===== config.mk =====
export PLATFORM = sky130hd
export DESIGN_NAME = cache_stats_collector
export DESIGN_NICKNAME = d
export VERILOG_FILES = /design/src/rtl/cache_stats_collector.sv
export SDC_FILE = /design/constraint.sdc
export NUM_CORES = 1
export LEC_CHECK = 0
export CORE_MARGIN = 2
export CORE_UTILIZATION = 45
export CTS_CLUSTER_SIZE = 30
export DETAILED_ROUTE_END_ITERATION = 10
export HOLD_SLACK_MARGIN = 0.08
export PLACE_DENSITY_LB_ADDON = 0.2
export SYNTH_ARGS = -nofsm -noshare
export SYNTH_HDL_FRONTEND = slang
export SYNTH_SLANG_ARGS = --single-unit

===== constraint.sdc =====
create_clock -name clk -period 3.8 [get_ports clk]
set_input_delay 1.14 -clock clk [delete_from_list [all_inputs] [get_ports clk]]
set_output_delay 1.14 -clock clk [all_outputs]
set_load 0.05 [all_outputs]

===== src/rtl/cache_stats_collector.sv =====
// Per-channel saturating event counters with a 1-cycle registered read port; no backpressure, every rd_req gets a response.
// Optional snapshot bank (snap input, shadow registers) compiled in with CACHE_STATS_SNAPSHOT_EN.
module cache_stats_collector #(
  parameter int NUM_EVENTS  = 4,
  parameter int COUNT_WIDTH = 32,
  parameter int SEL_WIDTH   = 2
) (
  input  logic                   clk,
  input  logic                   rst,
  input  logic [NUM_EVENTS-1:0]  event_in,
  input  logic                   count_en,
  input  logic                   clear,
`ifdef CACHE_STATS_SNAPSHOT_EN
  input  logic                   snap,
`endif
  input  logic                   rd_req,
  input  logic [SEL_WIDTH-1:0]   rd_sel,
  output logic                   rd_valid,
  output logic [COUNT_WIDTH-1:0] rd_data,
  output logic                   rd_err,
  output logic [NUM_EVENTS-1:0]  overflow
);

  typedef enum logic {
    IDLE = 1'b0,
    RESP = 1'b1
  } rdState_t;

  localparam logic [COUNT_WIDTH-1:0] countMax = '1;

  logic [COUNT_WIDTH-1:0] counters [NUM_EVENTS];
  logic [NUM_EVENTS-1:0]  overflowQ;

  rdState_t               rdState;
  rdState_t               rdStateNext;
  logic [COUNT_WIDTH-1:0] rdDataQ;
  logic [COUNT_WIDTH-1:0] rdDataNext;
  logic                   rdErrQ;
  logic                   rdErrNext;
  logic [COUNT_WIDTH-1:0] selData;
  logic                   selHit;

  // An event at saturation leaves the count alone and only raises the sticky flag.
  always_ff @(posedge clk) begin
    if (rst) begin
      for (int i = 0; i < NUM_EVENTS; i++) counters[i] <= '0;
      overflowQ <= '0;
    end else if (clear) begin
      for (int i = 0; i < NUM_EVENTS; i++) counters[i] <= '0;
      overflowQ <= '0;
    end else if (count_en) begin
      for (int i = 0; i < NUM_EVENTS; i++) begin
        if (event_in[i]) begin
          if (counters[i] == countMax) begin
            overflowQ[i] <= 1'b1;
          end else begin
            counters[i] <= counters[i] + COUNT_WIDTH'(1);
          end
        end
      end
    end
  end

`ifdef CACHE_STATS_SNAPSHOT_EN
  logic [COUNT_WIDTH-1:0] shadow [NUM_EVENTS];

  // Shadows capture the register values, i.e. before this edge's increment or clear.
  always_ff @(posedge clk) begin
    if (rst) begin
      for (int i = 0; i < NUM_EVENTS; i++) shadow[i] <= '0;
    end else if (snap) begin
      for (int i = 0; i < NUM_EVENTS; i++) shadow[i] <= counters[i];
    end
  end
`endif

  always_comb begin
    selData = '0;
    selHit  = 1'b0;
    for (int i = 0; i < NUM_EVENTS; i++) begin
      if (rd_sel == SEL_WIDTH'(i)) begin
        selHit  = 1'b1;
`ifdef CACHE_STATS_SNAPSHOT_EN
        selData = shadow[i];
`else
        selData = counters[i];
`endif
      end
    end
  end

  always_ff @(posedge clk) begin
    if (rst) begin
      rdState <= IDLE;
      rdDataQ <= '0;
      rdErrQ  <= 1'b0;
    end else begin
      rdState <= rdStateNext;
      rdDataQ <= rdDataNext;
      rdErrQ  <= rdErrNext;
    end
  end

  always_comb begin
    rdStateNext = IDLE;
    rdDataNext  = rdDataQ;
    rdErrNext   = 1'b0;
    case (rdState)
      IDLE:    if (rd_req) rdStateNext = RESP;
      RESP:    if (rd_req) rdStateNext = RESP;
      default: rdStateNext = IDLE;
    endcase
    if (rd_req) begin
      rdDataNext = selData;
      rdErrNext  = ~selHit;
    end
  end

  assign rd_valid = (rdState == RESP);
  assign rd_data  = rdDataQ;
  assign rd_err   = rdErrQ;
  assign overflow = overflowQ;

endmodule


**Yosys cells after proc, flatten, opt, wreduce, memory -nomap -nowiden**

Memories as Yosys holds them, arrays and structs flattened.
Cells that the tools add are included.

- Reduce and logical (&&, ||, !) cells: 7
- $add $sub $neg: 4
- Bitwise gates (word level): 10
- $mul: 0
- Equal/unequal tests: 7
- Shifts and indexed selects: 0
- Muxes and demuxes: 46
- $lt $le $gt $ge: 0
- Divide/modulo/power cells: 0

Operators with widths:

| operator | number |
|---|---|
| two-way mux 32 bit | 12 |
| adder 32 x 1 -> 32 bit (second input constant) | 4 |
| equality test 32 bit (second input constant) | 4 |
| two-way mux 1 bit | 34 |
| AND reduction 3 bit | 4 |
| bitwise OR 1 bit | 8 |
| equality test 2 bit (second input constant) | 2 |
| OR reduction 2 bit | 2 |
| equality test 2 x 1 -> 1 bit (second input constant) | 1 |
| zero test 2 bit | 1 |
| NOT 1 bit | 2 |

- RAM bits: 128
- Input bits: 11
- Flip-flop bits (word level): 38
- Memory bits (read-only): 0
- Output and inout bits: 38
- Word-level logic and storage cells: 82
- Latch bits: 0
- Memories kept: 1

Memory list:

| name | depth | width | rd ports | clocked after memory_dff | write ports | line | text |
|---|---|---|---|---|---|---|---|
| counters | 4 | 32 | 4 | 0 | 4 | 31 | `logic [COUNT_WIDTH-1:0] counters [NUM_EVENTS];` |

**Longest topological paths before layout**

- Word-level depth: 8
- Depth in mapped cells: 8
- Gate-level depth less buffers: 6

**Worst setup path after synthesis**

No wires, ideal clock.

- Kind: input to register
- Start point: input clear
- End point: memory counters[0][0] (enable)
- Arrival: 2,703 ps
- Stages on the path: 5
- Library setup time: 389 ps
- Required time: 3,411 ps
- Buffers on the path: 1
- Setup slack: 707 ps
- Path through: nor2_1 nand3_1 nand2b_1 buf_2 nand2_1

RTL lines:

| item | line | text |
|---|---|---|
| start, declared | 12 | `input logic clear,` |
| end, declared | 31 |  |

==> impl_metrics.csv <==
group,metric,value,unit
sta,setup_slack,0.948,ns
outcome,outcome,"complete, no violations",
sta,hold_viol,0,
yosys,yosysSeqAreaShare,48.0,%
floorplan,die_area,21000,um^2
floorplan,num_rows,51,
routing,routed_wirelength,23000,um
sta,fin_crit,2.85,ns
layout,final_nets,891,
worst_setup_path,start_kind,"input port",
yosys,synthDistinctLibCells,53,
floorplan,core-area,19500,um^2
placed_design,port_buffers,48,
cts,cts_resized,0,
cts,clkLatencyLatePin,0.43,ns
pwr,p_leak,3.48,nW
cts,clk_path_buf_depth,2,
placed_design,post-dp-hpwl,16200,um
worst_setup_path,rrSetupSlack,1.01,ns
yosys,syn_nets,845,
hold_path,min_to,"overflow[1]",
routing,vias,6624,
hold_path,hold_path_depth,1,
cts,cts_sinks,166,
global_route,grt_pass1_vias,6205,
hold_path,hp-start,"overflow[1]",
routing,drt_iter0_drc,610,
yosys,netlist_area,8920,um^2
worst_setup_path,path_class,"input port to flop",
sta,setup_viol,0,
layout,regArea,4280,um^2
worst_setup_path,required,3.88,ns
sta,maxSlewViolCount,0,
hold_path,hold_path.class,"flop to flop",
worst_setup_path,timing.rr.start,"counters[3][0]",
cts,htree_levels,4,
yosys,ys_warn_count,0,
sta,max-slew-margin-rel,29.3,%
layout,antenna_cells,0,
layout,fillCellCount,1761,
global_route,grt_overflow,0,
worst_setup_path,arrival,2.94,ns
cts,cts_root_buffer,"clkbuf_16",
cts,clkTransAtPathRegs,0.06,ns
floorplan,chipHeight,145,um
worst_setup_path,cp-end-kind,"flop",
routing,firstDrtPassIters,5,
sta,clock_skew,0.00969,ns
placed_design,place_ws,0.510,ns
yosys,syn_avg_cell_area,10.7,um^2
layout,area_delta_synth_final,15.2,%
sta,fin_setup_tns,0,ns
global_route,grt_max_degree,35,
layout,multi_input_area,4380,um^2
run,drv_cap,0,
worst_setup_path,crit_fanout,33,
yosys,synth-main-ff-cell,"edfxtp_1",
cts,cts_hold_buf,0,
cts,post_cts_buffers,0,
yosys,synth_edf_count,96,
routing,routedWlPerCell,19.9,um
cts,cts_tree,"built",
cts,cts_buffers,17,
sta,fin_crit_sh,75.0,%
global_route,grt_usage,23.3,%
routing,drtAntennaViolNets,0,
sta,tightestPinTransition,1.05,ns
floorplan,io_pins,49,
worst_setup_path,r2r_cells,7,
yosys,ys_seq_elements,166,
yosys,syn_inst,830,
sta,max_freq,351,MHz
yosys,async_flop_share,0,%
floorplan,initial_core_util,45.8,%
sta,rsz0062_at_grt,"false",
global_route,grt_pass1_wl,36400,um
routing,drcViolationCount,0,
floorplan,die_x,145,um
worst_setup_path,r2r-end,"counters[3][14]",
placed_design,globalplace.congestion,0.849,
pwr,ir_worst_vdd,0.337,mV
routing,routed_via_density,5.74,
global_route,grt_antenna_before_repair,0,
layout,drive_gt1_share,10.8,%
pwr,p_per_area,405,nW/um^2
[critical path, cell delays in order]
cell	delay, ns
clkdlybuf4s50_1	0.47
nor2_1	0.28
nand3_1	0.13
a31o_4	0.36
nand2_1	0.14
buf_4	0.39
[registers in the layout, summed over array words and instances (netlist names)]
| signal | flops |
|---|---|
| counters | 128 |
| rd_data | 32 |
| overflow | 4 |
| rd_err | 1 |
| rd_valid | 1 |
[layer usage]
metal	track usage (%)	share of wire, %	vias up	routed length (um)
met5	0	0	-	0
met3	4.51	5.5	30	1260
met1	33.1	46	3256	10700
met4	7.66	2.0	0	468
met2	35.8	46	192	10600
li1	-	-	3146	-
[cell families (layout without fill, tap and decap cells)]
logic type / count (synthesis) / in the layout / share of synthesized area (%)
other: 1 / 1 / 0.0420
XOR/XNOR: 101 / 101 / 9.92
buffers and inverters: 53 / 112 / 2.90
AND/OR/NAND/NOR: 382 / 382 / 22.0
multiplexers: 66 / 66 / 11.9
flip-flops: 166 / 166 / 48.0
adder cells (fa/ha/maj): 4 / 4 / 0.561
AO/OA/AOI/OAI: 57 / 57 / 4.64
[per-stage QoR]
| stage | util [%] | hold slack [ns] | power [mW] | cells | instance area [um^2] |
|---|---|---|---|---|---|
| after floorplan | - | 0.449 | 2.28 | 830 | 8920 |
| final | 52.8 | 0.464 | 4.17 | 1154 | 10300 |
| after detailed placement | 49.7 | 0.457 | 2.39 | 1122 | 9680 |
| after global routing | 52.8 | 0.478 | 4.29 | 1154 | 10300 |
| after global placement | 49.7 | 0.451 | 2.39 | 1122 | 9680 |
| after CTS | 52.8 | 0.472 | 4.18 | 1154 | 10300 |
[worst max-delay path by stage]
stage                from               to  slack (ns)  cells past startpoint
finish              clear  counters[3][14]        0.95                      6
floorplan           clear   counters[0][0]        0.71                      5
detailed placement  clear  counters[3][14]        0.51                      6
CTS                 clear  counters[3][29]        0.96                      6
global route        clear  counters[3][22]        0.82                      6
global placement    clear  counters[3][14]        0.54                      6
[power breakdown]
| part | total (mW) | leakage [nW] | internal [mW] | switching [mW] |
|---|---|---|---|---|
| combinational | 0.303 | 1.55 | 0.126 | 0.177 |
| sequential | 2.05 | 1.64 | 1.97 | 0.0833 |
| clock | 1.81 | 0.289 | 1.11 | 0.699 |
| total | 4.17 | 3.48 | 3.21 | 0.960 |
[cell usage after synthesis, drive strengths merged (3+ instances only)]
master | count | area [um^2]
a211oi | 8 | 60.1
a21oi | 14 | 70.1
a31o | 3 | 43.8
a31oi | 4 | 25.0
and2 | 5 | 31.3
and3 | 22 | 143
and4 | 19 | 166
buf | 24 | 150
clkbuf | 18 | 67.6
dfxtp | 70 | 1400
edfxtp | 96 | 2880
ha | 4 | 50.1
inv | 11 | 41.3
mux2i | 34 | 340
mux4 | 32 | 721
nand2 | 46 | 173
nand3 | 43 | 215
nand4 | 47 | 300
nor2 | 154 | 578
nor2b | 5 | 31.3
nor3 | 8 | 50.1
nor4 | 8 | 80.1
o211ai | 4 | 30.0
o21ai | 12 | 63.8
o31ai | 5 | 37.5
or3 | 10 | 62.6
or4 | 4 | 30.0
xnor2 | 40 | 350
xor2 | 61 | 534
[area by class of cell]
| cell class | count | area share, % |
|---|---|---|
| inverters | 11 | 0.402 |
| clock buffers | 29 | 4.98 |
| multi-input cells | 611 | 42.6 |
| well taps | 265 | 3.23 |
| flip-flops and latches | 166 | 41.7 |
| clock inverters | 3 | 0.877 |
| repair buffers | 69 | 6.18 |
[cell usage in the layout (no fill, tap or decap), drive strengths merged, types with 3 or more instances in the layout]
cell type	synthesis	final
or3	10	10
and3	22	22
nand3	43	43
inv	11	11
nor2	154	154
nand4	47	47
xnor2	40	40
o211ai	4	4
nor2b	5	5
a211oi	8	8
and4	19	19
clkdlybuf4s50	0	45
o31ai	5	5
bufinv	0	3
a21oi	14	14
buf	24	24
nor4	8	8
and2	5	5
o21ai	12	12
edfxtp	96	96
nand2	46	46
dfxtp	70	70
a31o	3	3
xor2	61	61
ha	4	4
or4	4	4
a31oi	4	4
mux2i	34	34
clkbuf	18	29
nor3	8	8
mux4	32	32
No activity file was read; power rests on OpenSTA's default activity.
